--- src/rtl/spi_master_ctrl_pkg.sv ---
// rtl/spi_master_ctrl_pkg.sv - shared types and constants for the SPI master controller
package spi_master_pkg;

    localparam int SPI_DATA_W = 64;
    localparam int DEF_DIV    = 2;
    localparam int DEF_SS_NUM = 8;
    localparam int DEF_LEN_W  = 6;

    typedef enum logic [2:0] {
        IDLE,
        SETUP,
        SHIFT,
        HOLD,
        RESP
    } spi_state_e;

endpackage

--- src/rtl/spi_master_ctrl_if.sv ---
// rtl/spi_master_ctrl_if.sv - command/response channel between requester and SPI master
interface spi_master_ctrl_if
    import spi_master_pkg::*;
#(
    parameter int SS_NUM = DEF_SS_NUM,
    parameter int LEN_W  = DEF_LEN_W
);

    logic                  cmd_valid;
    logic                  cmd_ready;
    logic [SS_NUM-1:0]     cmd_ss;
    logic [LEN_W-1:0]      cmd_len;
    logic [SPI_DATA_W-1:0] cmd_txd;
    logic                  rsp_valid;
    logic                  rsp_ready;
    logic [SPI_DATA_W-1:0] rsp_rxd;

    modport master (
        output cmd_valid, cmd_ss, cmd_len, cmd_txd, rsp_ready,
        input  cmd_ready, rsp_valid, rsp_rxd
    );

    modport slave (
        input  cmd_valid, cmd_ss, cmd_len, cmd_txd, rsp_ready,
        output cmd_ready, rsp_valid, rsp_rxd
    );

endinterface

--- src/rtl/spi_master_ctrl_clk_div.sv ---
// rtl/spi_master_ctrl_clk_div.sv - SCK half-period tick generator, restarts when enabled
module spi_clk_div #(
    parameter int DIV = 2
) (
    input  logic clock,
    input  logic reset,
    input  logic i_en,
    output logic o_tick
);

    logic [7:0] r_cnt;

    // Counter is parked at zero while disabled so the first half-period is always full length.
    assign o_tick = i_en && (r_cnt == 8'(DIV - 1));

    always_ff @(posedge clock or posedge reset) begin
        if (reset) begin
            r_cnt <= '0;
        end else if (!i_en || o_tick) begin
            r_cnt <= '0;
        end else begin
            r_cnt <= r_cnt + 8'd1;
        end
    end

endmodule

--- src/rtl/spi_master_ctrl.sv ---
// rtl/spi_master_ctrl.sv - mode-0 SPI master: command in, full-duplex transfer, response out
module spi_master_ctrl
    import spi_master_pkg::*;
#(
    parameter int DIV    = DEF_DIV,
    parameter int SS_NUM = DEF_SS_NUM,
    parameter int LEN_W  = DEF_LEN_W
) (
    input  logic              clock,
    input  logic              reset,
    spi_master_ctrl_if.slave  bus,
    output logic              sck,
    output logic              mosi,
    input  logic              miso,
    output logic [SS_NUM-1:0] ss_n
);

    spi_state_e            r_state;
    logic [LEN_W-1:0]      r_cnt;
    logic [SPI_DATA_W-1:0] r_tx;
    logic [SPI_DATA_W-1:0] r_rx;
    logic                  r_last;
    logic                  r_sck;
    logic                  r_mosi;
    logic [SS_NUM-1:0]     r_ss_n;
    logic                  r_rsp_valid;
    logic [SPI_DATA_W-1:0] r_rsp_rxd;

    logic                  w_en;
    logic                  w_tick;
    logic [LEN_W-1:0]      w_cnt_dec;

    assign w_en      = (r_state == SETUP) || (r_state == SHIFT) || (r_state == HOLD);
    assign w_cnt_dec = r_cnt - LEN_W'(1);

    spi_clk_div #(.DIV(DIV)) u_clk_div (
        .clock  (clock),
        .reset  (reset),
        .i_en   (w_en),
        .o_tick (w_tick)
    );

    assign bus.cmd_ready = (r_state == IDLE);
    assign bus.rsp_valid = r_rsp_valid;
    assign bus.rsp_rxd   = r_rsp_rxd;
    assign sck           = r_sck;
    assign mosi          = r_mosi;
    assign ss_n          = r_ss_n;

    always_ff @(posedge clock or posedge reset) begin
        if (reset) begin
            r_state     <= IDLE;
            r_cnt       <= '0;
            r_tx        <= '0;
            r_rx        <= '0;
            r_last      <= 1'b0;
            r_sck       <= 1'b0;
            r_mosi      <= 1'b1;
            r_ss_n      <= '1;
            r_rsp_valid <= 1'b0;
            r_rsp_rxd   <= '0;
        end else begin
            case (r_state)
                IDLE: begin
                    if (bus.cmd_valid) begin
                        r_tx    <= bus.cmd_txd;
                        r_cnt   <= bus.cmd_len;
                        r_rx    <= '0;
                        r_last  <= 1'b0;
                        r_ss_n  <= ~bus.cmd_ss;
                        r_mosi  <= bus.cmd_txd[bus.cmd_len];
                        r_state <= SETUP;
                    end
                end
                SETUP: begin
                    if (w_tick) begin
                        r_sck   <= 1'b1;
                        r_rx    <= {r_rx[SPI_DATA_W-2:0], miso};
                        r_state <= SHIFT;
                    end
                end
                SHIFT: begin
                    if (w_tick) begin
                        if (r_sck) begin
                            r_sck <= 1'b0;
                            if (r_cnt == '0) begin
                                r_last <= 1'b1;
                            end else begin
                                r_cnt  <= w_cnt_dec;
                                r_mosi <= r_tx[w_cnt_dec];
                            end
                        end else if (r_last) begin
                            // Last bit's low phase is complete; SS stays asserted through HOLD.
                            r_state <= HOLD;
                        end else begin
                            r_sck <= 1'b1;
                            r_rx  <= {r_rx[SPI_DATA_W-2:0], miso};
                        end
                    end
                end
                HOLD: begin
                    if (w_tick) begin
                        r_ss_n      <= '1;
                        r_mosi      <= 1'b1;
                        r_rsp_valid <= 1'b1;
                        r_rsp_rxd   <= r_rx;
                        r_state     <= RESP;
                    end
                end
                RESP: begin
                    if (bus.rsp_ready) begin
                        r_rsp_valid <= 1'b0;
                        r_state     <= IDLE;
                    end
                end
                default: r_state <= IDLE;
            endcase
        end
    end

endmodule

--- src/flat_wrapper.sv ---
// flat-port wrapper written by rule: the top's interface ports become plain ports
module spi_master_ctrl_flat import spi_master_pkg::*;
#(
    parameter int DIV    = DEF_DIV,
    parameter int SS_NUM = DEF_SS_NUM,
    parameter int LEN_W  = DEF_LEN_W
)
  (clock, reset, sck, mosi, miso, ss_n, bus_cmd_valid, bus_cmd_ss, bus_cmd_len, bus_cmd_txd, bus_rsp_ready, bus_cmd_ready, bus_rsp_valid, bus_rsp_rxd);
  spi_master_ctrl_if #(.SS_NUM(SS_NUM), .LEN_W(LEN_W)) bus_i ();
  input  logic clock;
  input  logic reset;
  output logic sck;
  output logic mosi;
  input  logic miso;
  output logic [SS_NUM-1:0] ss_n;
  input wire logic [$bits(bus_i.cmd_valid)-1:0] bus_cmd_valid;
  input wire logic [$bits(bus_i.cmd_ss)-1:0] bus_cmd_ss;
  input wire logic [$bits(bus_i.cmd_len)-1:0] bus_cmd_len;
  input wire logic [$bits(bus_i.cmd_txd)-1:0] bus_cmd_txd;
  input wire logic [$bits(bus_i.rsp_ready)-1:0] bus_rsp_ready;
  output wire logic [$bits(bus_i.cmd_ready)-1:0] bus_cmd_ready;
  output wire logic [$bits(bus_i.rsp_valid)-1:0] bus_rsp_valid;
  output wire logic [$bits(bus_i.rsp_rxd)-1:0] bus_rsp_rxd;
  assign bus_i.cmd_valid = bus_cmd_valid;
  assign bus_i.cmd_ss = bus_cmd_ss;
  assign bus_i.cmd_len = bus_cmd_len;
  assign bus_i.cmd_txd = bus_cmd_txd;
  assign bus_i.rsp_ready = bus_rsp_ready;
  assign bus_cmd_ready = bus_i.cmd_ready;
  assign bus_rsp_valid = bus_i.rsp_valid;
  assign bus_rsp_rxd = bus_i.rsp_rxd;
  spi_master_ctrl #(.DIV(DIV), .SS_NUM(SS_NUM), .LEN_W(LEN_W)) u_core (.clock(clock), .reset(reset), .bus(bus_i), .sck(sck), .mosi(mosi), .miso(miso), .ss_n(ss_n));
endmodule
--- config.mk ---
export PLATFORM = sky130hd
export DESIGN_NAME = spi_master_ctrl_flat
export DESIGN_NICKNAME = d
export VERILOG_FILES = /design/src/rtl/spi_master_ctrl_pkg.sv /design/src/rtl/spi_master_ctrl_if.sv /design/src/rtl/spi_master_ctrl_clk_div.sv /design/src/rtl/spi_master_ctrl.sv /design/src/flat_wrapper.sv
export SDC_FILE = /design/constraint.sdc
export NUM_CORES = 1
export LEC_CHECK = 0
export BUFFER_PORTS_ARGS = -buffer_cell sky130_fd_sc_hd__buf_4
export CORE_MARGIN = 5
export CORE_UTILIZATION = 50
export DETAILED_ROUTE_END_ITERATION = 8
export PLACE_DENSITY_LB_ADDON = 0.05
export SYNTH_ARGS = -nofsm -noshare
export SYNTH_HDL_FRONTEND = slang
export SYNTH_SLANG_ARGS = --single-unit
--- constraint.sdc ---
create_clock -name clock -period 8.83 [get_ports clock]
set_clock_uncertainty 0.2 [all_clocks]
set_input_delay 0 -clock clock [delete_from_list [all_inputs] [get_ports clock]]
set_output_delay 0 -clock clock [all_outputs]
set_load 0.01 [all_outputs]
==> summary by stage, run 1 <==
Run status
The run finished with clean final reports.

Timing
Summed over all failing endpoints, the final setup total negative slack is 0 ns. The number of pins with negative max-slew slack in the final report is 0. Setup repair after global routing left no endpoint under its margin. The number of setup violations in the final report is 0. Subtracting the final worst setup slack from the clock period gives 3.64 ns. The final critical path takes up 41.2% of the cycle. The number of hold-slack violations in the final timing report is 0. Hold is met by 0.0520 ns. Headroom to the max-slew limit came out at 29.0%.

Derived from the worst setup path, the maximum achievable clock frequency is 275 MHz. At the pin with the least slew margin, the transition time is 1.07 ns.

Final layout
The leading cell type in the layout, fill and taps excluded is sky130_fd_sc_hd__dfrtp_1. The fraction of final layout cells with drive strength greater than 1 is 30.1%. Excluding fillers, the count of instances in the completed layout stands at 1353.

In the layout the commonest cells are sky130_fd_sc_hd__dfrtp_1 (212), sky130_fd_sc_hd__nand2_1 (169), sky130_fd_sc_hd__buf_4 (165), sky130_fd_sc_hd__dlygate4sd3_1 (90), sky130_fd_sc_hd__mux2_2 (69). The filler cell count in the final layout is 1440. Compared with the post-synthesis result, the final layout area differs by 30.7%.

For this run, the post-layout net count is 1156. The final antenna diode count is 0. The storage element area is 0.00554 sq mm. The multi-input combinational cell area is 0.00408 sq mm.

Drt
For this block, the via count after detailed routing is 7112. After detailed routing, the number of remaining DRC violations is 0. The wire length per cell is 17.4 um. The detail route stage leaves a number of antenna-violating nets equal to 0. The number of iterations in the first detailed-routing pass is 4. The ratio of routed vias to standard cells is 5.26.

The aggregate routed wire length is 23600 um. The initial detailed-routing violation count is 327.

GRT
Across every metal layer, demand over resource in global routing totals 21.2%. The largest net degree at the start of global routing is 148. The number of antenna violations at the first check in global routing was 0. After global routing the overflow that remains totals 0.

The via count of the first global-routing pass came to 7761. The wire length of the first global-routing pass is 39400 um.

Synthesis
The number of nets handed over by synthesis was 932. Yosys mapped a number of flops with a built-in enable equal to 0. The cell area after synthesis is 0.0100 sq mm. Counting every instance in the synthesized netlist gives 846. The post-synthesis async set-or-reset flop share is 100%.

The netlist uses 47 different library cells. Synthesis inferred 221 register bits. The share of the yosys chip area belonging to registers is 55.3%. The average instance area after synthesis is 11.8 sq um. The most used flip-flop cell after synthesis is sky130_fd_sc_hd__dfrtp_1.

During synthesis, Yosys emitted a total of 0 warnings.

Clock network
Clock latency on the worst-skew pair, taken at its later pin, is 0.50 ns. The number of buffers created by CTS is 25. Once the clock tree was built, the resizer swapped 0 gates to a different size.

For this design, the sink count on the clock tree is 221. The number of H-tree levels is 1. After clock tree synthesis, the clock-pin slew on the worst setup and hold paths is 0.06 ns.

In this run the deepest clock path goes through 3 buffers. The clock tree from TritonCTS is yes. The cell chosen for the clock root is sky130_fd_sc_hd__clkbuf_16.

Setup path
The type of destination of the critical path is a register. At the worst endpoint, the required time is 9.01 ns. At the worst endpoint, the arrival time is 3.82 ns.

The largest fanout of any net on the critical path is 64. The type of origin of the critical path is a register. The critical path is of the register to register type.

Floorplan
The initialized floorplan defines 51 standard-cell rows. From left edge to right edge, the die measures 152 um. The die covers 0.0230 sq mm. The number of ports placed on the die boundary is 159.

The effective utilization at floorplan is 51.1%. The overall die height is 152 um. The area of the placeable core is 0.0196 sq mm.

Power and ir drop
The peak supply drop is 0.000200 V. Power spread over the standard cell area amounts to 339 mW/mm^2. In this run the static leakage power is 0.00610 uW.

Place
Summed over all nets, the half-perimeter wirelength after detailed placement is 14700 um. Port buffering added 158 buffers. The total instance count after detailed placement is 1218.

The routability congestion estimate from global placement is 0.807.

Flow run
The number of max-capacitance violations reported is 0.

Worst hold path
The tightest min-delay check is of the primary input to asynchronous set/reset pin type.
==> power breakdown <==
part           switching (uW)  leakage (uW)  internal (uW)  total (uW)
Combinational             900       0.00279            836        1740
Clock                     397      0.000427            655        1050
Sequential                238       0.00288           1420        1660
==> routing by layer <==
layer / part of all wire (%) / vias up / global-route usage [%]
met2: 50 / 200 / 36.7
met1: 43 / 3515 / 28.0
met3: 5.3 / 37 / 3.75
met5: 0 / - / 0
met4: 1.9 / 0 / 4.85
li1: - / 3360 / -
==> cells in the mapped netlist, types with 5 or more instances <==
| cell | count | area share (%) |
|---|---|---|
| sky130_fd_sc_hd__inv_1 | 38 | 1.4 |
| sky130_fd_sc_hd__clkbuf_1 | 33 | 1.2 |
| sky130_fd_sc_hd__mux2_2 | 69 | 7.8 |
| sky130_fd_sc_hd__xor2_1 | 9 | 0.79 |
| sky130_fd_sc_hd__mux4_2 | 32 | 7.2 |
| sky130_fd_sc_hd__o21ai_0 | 41 | 2.0 |
| sky130_fd_sc_hd__buf_1 | 5 | 0.19 |
| sky130_fd_sc_hd__dfstp_2 | 9 | 2.4 |
| sky130_fd_sc_hd__nor2_1 | 17 | 0.64 |
| sky130_fd_sc_hd__buf_2 | 13 | 0.65 |
| sky130_fd_sc_hd__mux2i_1 | 54 | 5.4 |
| sky130_fd_sc_hd__a21oi_1 | 14 | 0.70 |
| sky130_fd_sc_hd__nor3_1 | 41 | 2.0 |
| sky130_fd_sc_hd__dfrtp_1 | 212 | 53 |
| sky130_fd_sc_hd__mux2_1 | 27 | 3.0 |
| sky130_fd_sc_hd__nand3_1 | 8 | 0.40 |
| sky130_fd_sc_hd__nand2_1 | 169 | 6.3 |
==> sequential cells by signal (all words and copies together) (netlist names) <==
| name | cells |
|---|---|
| u_core.sck | 1 |
| u_core.mosi | 1 |
| u_core.ss_n | 8 |
| u_core.r_tx | 64 |
| u_core.r_cnt | 6 |
| u_core.r_rx | 64 |
| u_core.u_clk_div.r_cnt | 8 |
| u_core.r_state | 3 |
| u_core.bus.rsp_rxd | 64 |
| u_core.r_last | 1 |
| u_core.bus.rsp_valid | 1 |
==> layout make-up <==
cell class / instances / share of cell area (%)
clock buffer: 33 / 5.47
clock inverter: 12 / 1.05
sequential: 221 / 42.3
multi-input combinational: 529 / 31.1
inverter: 38 / 1.15
tap: 265 / 2.53
timing repair buffer: 255 / 16.3
==> path summary, 6_finish.rpt <==
check / from / endpoint / slack [ns] / cells past startpoint
worst min-delay path: reset / u_core.r_tx[58] / 0.05 / 3
worst max-delay path: u_core.u_clk_div.r_cnt[1] / u_core.r_rx[42] / 5.19 / 9
max in group asynchronous: reset / u_core.bus.rsp_rxd[15] / 6.91 / 4
worst max register to register: u_core.u_clk_div.r_cnt[1] / u_core.r_rx[42] / 5.19 / 9
worst min register to register: u_core.r_rx[63] / u_core.bus.rsp_rxd[63] / 0.27 / 2
min in group clock: bus_cmd_txd[27] / u_core.r_tx[27] / 0.08 / 3
==> metrics by stage <==
stage	setup WS [ns]	total power [uW]	utilization, %	area, sq um
finish	5.19	4440	66.8	13100
global route	5.01	4740	66.8	13100
CTS	5.16	4490	66.8	13100
detailed placement	5.18	3390	57.9	11300
global placement	5.32	3320	57.9	11300
floorplan	2.60	2860	-	10000
==> worst max-delay path, stage by stage (launching register included) <==
cell and delay (ns):
sky130_fd_sc_hd__dfrtp_1 0.42, sky130_fd_sc_hd__inv_1 0.07, sky130_fd_sc_hd__ha_1 0.13, sky130_fd_sc_hd__or4b_4 0.47
sky130_fd_sc_hd__nor4_4 0.51, sky130_fd_sc_hd__and4bb_1 0.29, sky130_fd_sc_hd__o21bai_1 0.10, sky130_fd_sc_hd__a21oi_4 0.13
sky130_fd_sc_hd__buf_4 0.75, sky130_fd_sc_hd__mux2_2 0.42
==> kinds of logic after synthesis <==
group | Yosys count | share of synthesized area [%]
muxes | 182 | 23.4
buffers and inverters | 96 | 4.36
DFF | 221 | 55.3
xor gates and xnor gates | 13 | 1.14
AOI/OAI and AO/OA | 72 | 4.05
adders and majority gates | 3 | 0.375
and+or+nand+nor | 259 | 11.4
==> what timing repair did <==
action / CTS / global route
endpoints found under the hold margin: 221 / 0
hold buffers: 90 / 0
setup buffers: 0 / 0
(Power assumes the default switching activity.)
==> run 2, diff against run 1 <==
==> constraint.sdc (replaced) <==
create_clock -name clock -period 3.15 [get_ports clock]
set_clock_uncertainty 0.2 [all_clocks]
set_input_delay 0 -clock clock [delete_from_list [all_inputs] [get_ports clock]]
set_output_delay 0 -clock clock [all_outputs]
set_load 0.01 [all_outputs]
==> run 2 against run 1 <==
Sequential power grew to 2.8 times the previous value. Worst hold slack gained 0.035 ns. Via count grew 1.4%. Cell area grew 0.95%. Non-clock buffer count grew 14. Global-route usage shrank 0.31 points. Critical endpoint is now u_core.r_rx[53].
==> summary by stage, run 2 (synthesized netlist as in run 1, its figures left out) <==
Clock network
The CTS clock-pin slew for the worst setup and hold paths was 0.06 ns (about the same). The number of post-CTS setup repair buffers is 0 (unchanged). The number of H-tree levels is 1 (unchanged). The clock tree from TritonCTS is yes (unchanged). The sink count of the clock tree came to 221 (unchanged). The cell chosen for the clock root is sky130_fd_sc_hd__clkbuf_16 (unchanged). The number of buffers created by CTS is 23 (was 25). The insertion delay of the later-clocked pin in the worst-skew pair came to 0.49 ns (was 0.50 ns).

The maximum clock path buffer count was 3 (unchanged).

GRT
The global-route congestion overflow total is 0 (unchanged). The via count of the first global-routing pass is 7667 (was 7761). The wire length of the first global-routing pass was 38800 um (was 39400 um).

The largest net degree at the start of global routing came to 73 (was 148). The number of antenna violations at the first check in global routing is 0 (unchanged). The overall routing resource usage is 20.9% (was 21.2%).

Worst hold path
The worst hold path stage count is 3. The capture endpoint of the worst hold path is u_core.r_tx[56]. The worst hold-check path type is primary input to register (was primary input to asynchronous set/reset pin). The startpoint identified for the worst hold timing path is bus_cmd_txd[56].

Final layout
The layout-stage area growth over the synthesis result is 31.9% (was 30.7%). The storage element area is 0.00554 sq mm (unchanged). The final standard cell area without fillers was 0.0132 sq mm (was 0.0131 sq mm). The final antenna diode count is 0 (unchanged). The fraction of final layout cells with drive strength greater than 1 is 30.4% (was 30.1%). The number of nets in the layout is 1168 (was 1156). The final core area utilization is 67.5% (was 66.8%). The leading cell type in the layout, fill and taps excluded is sky130_fd_sc_hd__dfrtp_1 (unchanged). The multi-input combinational cell area was 0.00408 sq mm (about the same). The filler cell count in the final layout was 1422 (was 1440).

The final standard cell count with taps included and fillers excluded is 1363 (was 1353). Most frequent cells in the layout: sky130_fd_sc_hd__dfrtp_1 (212), sky130_fd_sc_hd__buf_4 (171), sky130_fd_sc_hd__nand2_1 (169), sky130_fd_sc_hd__dlygate4sd3_1 (91), sky130_fd_sc_hd__mux2_2 (69) (was sky130_fd_sc_hd__dfrtp_1 (212), sky130_fd_sc_hd__nand2_1 (169), sky130_fd_sc_hd__buf_4 (165), sky130_fd_sc_hd__dlygate4sd3_1 (90), sky130_fd_sc_hd__mux2_2 (69)).

Setup path
The classification of the worst setup path is register to register (unchanged). The largest fanout of any net on the critical path came to 38 (was 64). The setup slack of the worst register-to-register path is 0.36 ns (was 5.19 ns). The type of destination of the critical path is a register (unchanged).

The data arrival time of the critical path is 2.96 ns (was 3.82 ns). The type of origin of the critical path is a register (unchanged). The source of the worst register-to-register timing path is u_core.u_clk_div.r_cnt[1] (unchanged).

The critical path data required time was 3.32 ns (was 9.01 ns). The number of cells on the worst reg-to-reg path is 9 (unchanged). The end of the worst register-to-register path is u_core.r_rx[53] (was u_core.r_rx[42]).

Floorplan
The effective utilization at floorplan is 51.1% (unchanged). The area of the placeable core came to 0.0196 sq mm (unchanged). The overall die height is 152 um (unchanged). The width of the die is 152 um (unchanged). The cell row count came to 51 (unchanged). The area enclosed by the die boundary is 0.0230 sq mm (unchanged).

The number of ports placed on the die boundary is 159 (unchanged).

Power and ir drop
The power dissipated by switching net loads is 4260 uW (was 1530 uW). The peak supply drop is 0.000527 V (was 0.000200 V). The share of total power in sequential cells is 37.6% (was 37.3%). The combinational group share of total power is 40.3% (was 39.1%).

The static leakage is 0.00615 uW (was 0.00610 uW). The portion of total power attributed to the clock network is 22.1% (was 23.7%). The internal power contribution is 8110 uW (was 2910 uW). The power per unit of standard cell area is 936 mW/mm^2 (was 339 mW/mm^2). The switching power share of the total is 34.4% (was 34.5%).

Drt
The residual antenna-violating net count after detailed routing was 0 (unchanged). The number of iterations in the first detailed-routing pass came to 4 (unchanged). The post-detailed-route DRC marker count is 0 (unchanged). The initial detailed-routing violation count is 254 (was 327). The ratio of routed vias to standard cells is 5.29 (was 5.26).

The wire length per cell is 17.2 um (was 17.4 um). The via count is 7214 (was 7112). The aggregate routed wire length is 23400 um (was 23600 um).

Timing
The max-slew headroom at the worst pin is 42.0% (was 29.0%). The final cycle utilization of the critical path is 88.4% (was 41.2%). The final setup TNS was 0 ns (unchanged). Setup repair after global routing missed its margin: false (unchanged). The achievable frequency was 359 MHz (was 275 MHz). The number of pins with negative max-slew slack in the final report came to 0 (unchanged). The number of hold-slack violations in the final timing report came to 0 (unchanged). The post-layout minimum cycle time came to 2.79 ns (was 3.64 ns). The transition time at the pin with the least slew margin is 0.868 ns (was 1.07 ns). The number of setup violations in the final report is 0 (unchanged).

Place
The count of input and output buffers was 158 (unchanged). The routability congestion estimate from global placement is 0.847 (was 0.807). The total instance count after detailed placement is 1231 (was 1218). The post-detailed-placement cell area is 0.0115 sq mm (was 0.0113 sq mm). The half-perimeter wire length after detailed placement was 15500 um (was 14700 um).

Flow run
The number of max-capacitance violations reported was 0 (unchanged).

Run status
Run status: complete, no violations (unchanged).
==> run 2: metal layers <==
layer | global-route usage, % | up-vias | share of wire (%)
met5 | 0 | - | 0
met4 | 5.21 | 0 | 1.7
met3 | 3.87 | 33 | 5.7
met2 | 35.6 | 188 | 50
met1 | 27.8 | 3615 | 42
li1 | - | 3378 | -
==> run 2: through the flow <==
step / hold slack (ns) / total power, uW / setup slack, ns
finish: 0.0865 / 12400 / 0.364
floorplan: -0.148 / 8020 / 0.0753
detailed placement: -0.181 / 9610 / 0.361
CTS: 0.0688 / 12500 / 0.343
global placement: -0.182 / 9420 / 0.399
global route: 0.0829 / 13200 / 0.163
==> run 2: layout make-up <==
class	instances	area share, %
multi-input combinational	529	30.9
clock buffer	35	5.30
sequential	221	41.9
clock inverter	6	0.606
tap	265	2.51
timing repair buffer	269	17.7
inverter	38	1.11
==> run 2: worst max-delay path: stages (launching register included) <==
cell	delay [ns]
sky130_fd_sc_hd__dfrtp_1	0.42
sky130_fd_sc_hd__inv_1	0.07
sky130_fd_sc_hd__ha_1	0.13
sky130_fd_sc_hd__or4b_4	0.46
sky130_fd_sc_hd__nor4_4	0.21
sky130_fd_sc_hd__and4bb_1	0.23
sky130_fd_sc_hd__o21bai_1	0.09
sky130_fd_sc_hd__a21oi_4	0.21
sky130_fd_sc_hd__buf_12	0.27
sky130_fd_sc_hd__mux2_1	0.35
==> run 2: worst max path at each step <==
stage | start | endpoint | slack, ns | depth (start not counted)
global placement | u_core.u_clk_div.r_cnt[1] | u_core.r_rx[48] | 0.40 | 9
finish | u_core.u_clk_div.r_cnt[1] | u_core.r_rx[53] | 0.36 | 9
global route | u_core.u_clk_div.r_cnt[1] | u_core.r_rx[59] | 0.16 | 9
floorplan | reset | u_core.bus.rsp_rxd[0] | 0.08 | 1
CTS | u_core.u_clk_div.r_cnt[1] | u_core.r_rx[53] | 0.34 | 9
detailed placement | u_core.u_clk_div.r_cnt[1] | u_core.r_rx[53] | 0.36 | 9
==> run 2: power by group through the flow <==
stage	Combinational, uW	Clock, uW	Sequential, uW
final	4990	2740	4650
after global routing	5440	2940	4790
after CTS	5030	2810	4650
after detailed placement	4920	0	4690
after global placement	4810	0	4610
after floorplan	3380	0	4640
==> run 2: what timing repair did <==
| action | CTS | global route |
|---|---|---|
| endpoints found under the hold margin | 304 | 0 |
| hold buffers | 91 | 0 |
| gates resized for setup | 0 | 0 |
==> run 3, diff against run 2 <==
--- a/config.mk
+++ b/config.mk
@@ -5,10 +5,12 @@
 export SDC_FILE = /design/constraint.sdc
 export NUM_CORES = 1
 export LEC_CHECK = 0
+export ABC_CLOCK_PERIOD_IN_PS = 3490
 export BUFFER_PORTS_ARGS = -buffer_cell sky130_fd_sc_hd__buf_4
 export CORE_MARGIN = 5
 export CORE_UTILIZATION = 50
 export DETAILED_ROUTE_END_ITERATION = 8
+export GPL_TIMING_DRIVEN = 0
 export PLACE_DENSITY_LB_ADDON = 0.05
 export SYNTH_ARGS = -nofsm -noshare
 export SYNTH_HDL_FRONTEND = slang
==> constraint.sdc (replaced) <==
create_clock -name clock -period 3.49 [get_ports clock]
set_clock_uncertainty 0.2 [all_clocks]
set_input_delay 0 -clock clock [delete_from_list [all_inputs] [get_ports clock]]
set_output_delay 0 -clock clock [all_outputs]
set_load 0.01 [all_outputs]
==> run 3 against run 2 <==
Sequential power decreased by 10%. Non-clock buffer count increased by 37. Wire length increased by 7.4%. Final cell count increased by 3.1%. Total power decreased by 8.5%. Register-to-register slack got worse by 0.02 ns. Largest power group unchanged. First-iteration DRC count increased by 19%. Largest cell class unchanged.
==> summary by stage, run 3 (synthesized netlist as in run 1, its figures left out) <==
Setup path
Sequence of cells on the critical path: inv_1, ha_1, or4b_4, nor4_4, buf_2, and4b_1, nor4_1, a31oi_1, dlygate4sd3_1, a21boi_0 (was inv_1, ha_1, or4b_4, nor4_4, and4bb_1, o21bai_1, a21oi_4, buf_12, mux2_1). The type of destination of the critical path is a register (unchanged). The source of the worst register-to-register timing path is u_core.u_clk_div.r_cnt[1] (unchanged). The critical path data required time was 3.72 ns (was 3.32 ns). The setup slack of the worst register-to-register path is 0.35 ns (was 0.36 ns).

The number of cells on the worst reg-to-reg path was 10 (was 9). The end point of the critical path is u_core.mosi (was u_core.r_rx[53]). The slowest library cell on the worst path is sky130_fd_sc_hd__dlygate4sd3_1 (was sky130_fd_sc_hd__or4b_4). The end of the worst register-to-register path is u_core.mosi (was u_core.r_rx[53]).

The largest fanout of any net on the critical path came to 10 (was 38). The worst setup path startpoint is u_core.u_clk_div.r_cnt[1] (unchanged). The delay of the slowest critical-path stage is 0.56 ns (was 0.46 ns).

The classification of the worst setup path is register to register (unchanged). The type of origin of the critical path was a register (unchanged). The data arrival time of the critical path is 3.37 ns (was 2.96 ns).

Floorplan
The area of the placeable core is 0.0196 sq mm (unchanged). The width of the die is 152 um (unchanged). The effective utilization at floorplan is 51.1% (unchanged). The cell row count was 51 (unchanged). The area enclosed by the die boundary came to 0.0230 sq mm (unchanged). The overall die height is 152 um (unchanged).

The number of ports placed on the die boundary is 159 (unchanged).

Clock network
The sink count of the clock tree is 221 (unchanged). The number of buffers created by CTS came to 25 (was 23). The clock tree from TritonCTS is yes (unchanged). The insertion delay of the later-clocked pin in the worst-skew pair was 0.52 ns (was 0.49 ns). The maximum clock path buffer count is 3 (unchanged). The number of post-CTS setup repair buffers was 0 (unchanged).

The number of H-tree levels was 1 (unchanged). The CTS clock-pin slew for the worst setup and hold paths is 0.06 ns (about the same). The cell chosen for the clock root is sky130_fd_sc_hd__clkbuf_16 (unchanged).

Place
The count of input and output buffers was 154 (was 158). The routability congestion estimate from global placement is 0.812 (was 0.847). The setup slack after placement is -0.499 ns (was 0.361 ns).

The half-perimeter wire length after detailed placement is 17100 um (was 15500 um).

GRT
The overall routing resource usage was 22.7% (was 20.9%). The wire length of the first global-routing pass is 41400 um (was 38800 um). The number of antenna violations at the first check in global routing is 0 (unchanged). The global-route congestion overflow total is 0 (unchanged). The largest net degree at the start of global routing is 43 (was 73). The via count of the first global-routing pass is 7845 (was 7667).

Drt
The via count is 7315 (was 7214). The ratio of routed vias to standard cells was 5.21 (was 5.29). The wire length per cell came to 17.9 um (was 17.2 um). The post-detailed-route DRC marker count is 0 (unchanged). The aggregate routed wire length is 25200 um (was 23400 um). The number of iterations in the first detailed-routing pass was 4 (unchanged). The residual antenna-violating net count after detailed routing is 0 (unchanged). The initial detailed-routing violation count was 301 (was 254).

Timing
The final cycle utilization of the critical path is 90.0% (was 88.4%). The achievable frequency is 318 MHz (was 359 MHz). The final worst slack is 0.349 ns (was 0.364 ns).

The max-slew headroom at the worst pin was 44.6% (was 42.0%). The post-route worst hold slack came to 0.0633 ns (was 0.0865 ns). The final setup TNS is 0 ns (unchanged).

The transition time at the pin with the least slew margin is 0.826 ns (was 0.868 ns). The number of setup violations in the final report is 0 (unchanged). The number of pins with negative max-slew slack in the final report is 0 (unchanged). The post-layout minimum cycle time is 3.14 ns (was 2.79 ns). The number of hold-slack violations in the final timing report is 0 (unchanged). Setup repair after global routing missed its margin: false (unchanged).

Final layout
Most frequent cells in the layout: sky130_fd_sc_hd__dfrtp_1 (212), sky130_fd_sc_hd__nand2_1 (169), sky130_fd_sc_hd__buf_4 (156), sky130_fd_sc_hd__dlygate4sd3_1 (89), sky130_fd_sc_hd__mux2_2 (69) (was sky130_fd_sc_hd__dfrtp_1 (212), sky130_fd_sc_hd__buf_4 (171), sky130_fd_sc_hd__nand2_1 (169), sky130_fd_sc_hd__dlygate4sd3_1 (91), sky130_fd_sc_hd__mux2_2 (69)). The layout-stage area growth over the synthesis result was 32.9% (was 31.9%). The final antenna diode count is 0 (unchanged). The number of nets in the layout is 1207 (was 1168). The fraction of final layout cells with drive strength greater than 1 is 29.2% (was 30.4%). The leading cell type in the layout, fill and taps excluded is sky130_fd_sc_hd__dfrtp_1 (unchanged).

Flow run
The number of max-capacitance violations reported is 0 (unchanged).

Run status
Run status: complete, no violations (unchanged).

Worst hold path
The worst hold path stage count is 3 (unchanged). The worst hold-check path type is primary input to register (unchanged).

Power and ir drop
The static leakage is 0.00618 uW (was 0.00615 uW). The peak supply drop is 0.000567 V (was 0.000527 V). The power per unit of standard cell area was 850 mW/mm^2 (was 936 mW/mm^2).
[run 3: layer usage]
| layer | routed length (um) | share of wire (%) | track usage [%] |
|---|---|---|---|
| met5 | 0 | 0 | 0 |
| met4 | 362 | 1.4 | 5.21 |
| met3 | 1490 | 5.9 | 4.19 |
| met2 | 12300 | 49 | 38.1 |
| met1 | 11000 | 44 | 31.2 |
[run 3: report_power, final]
part	total, uW	switching (uW)	internal [uW]
sequential	4170	575	3600
combinational	4700	2440	2270
clock	2440	1010	1430
[run 3: cell type report]
type,instances,area (sq um)
fillers,1493,6280
flip-flops and latches,221,5540
multi-input cells,529,4060
repair buffers,249,2170
clock buffers,41,736
well taps,265,332
plain buffers,57,299
inverters,38,146
clock inverters,5,28.8
[run 3: how the worst min path moves through the flow]
stage | from | to | slack (ns)
after floorplan | bus_cmd_ss[0] | u_core.ss_n[0] | -0.15
after global placement | bus_cmd_ss[5] | u_core.ss_n[5] | -0.06
after detailed placement | reset | u_core.bus.rsp_rxd[53] | -0.09
after CTS | bus_cmd_txd[4] | u_core.r_tx[4] | 0.05
after global routing | bus_cmd_txd[36] | u_core.r_tx[36] | 0.07
final | bus_cmd_txd[36] | u_core.r_tx[36] | 0.06
[run 3: per-stage QoR]
step	power [uW]	util, %	cell area [sq um]	std cells
global route	12100	68.0	13300	1405
CTS	11400	67.9	13300	1405
finish	11300	68.0	13300	1405
detailed placement	8820	59.4	11600	1271
floorplan	7240	-	10000	846
global placement	8710	58.8	11500	1265
[run 3: timing repair]
| item | 4_1_cts | 5_1_grt |
|---|---|---|
| setup endpoints to repair | 1 | 1 |
| hold buffers | 89 | 0 |
| resized for setup | 3 | 6 |
| pin swaps | 0 | 0 |
| endpoints found under the hold margin | 164 | 0 |
[run 3: critical path, delay by kind of cell (launching register included)]
kind                     cells  cell delay, ns
AND/OR/NAND/NOR              4            1.08
flip-flops                   1            0.42
AO/OA/AOI/OAI                2            0.32
adder cells (fa/ha/maj)      1            0.12
buffers and inverters        3            0.91
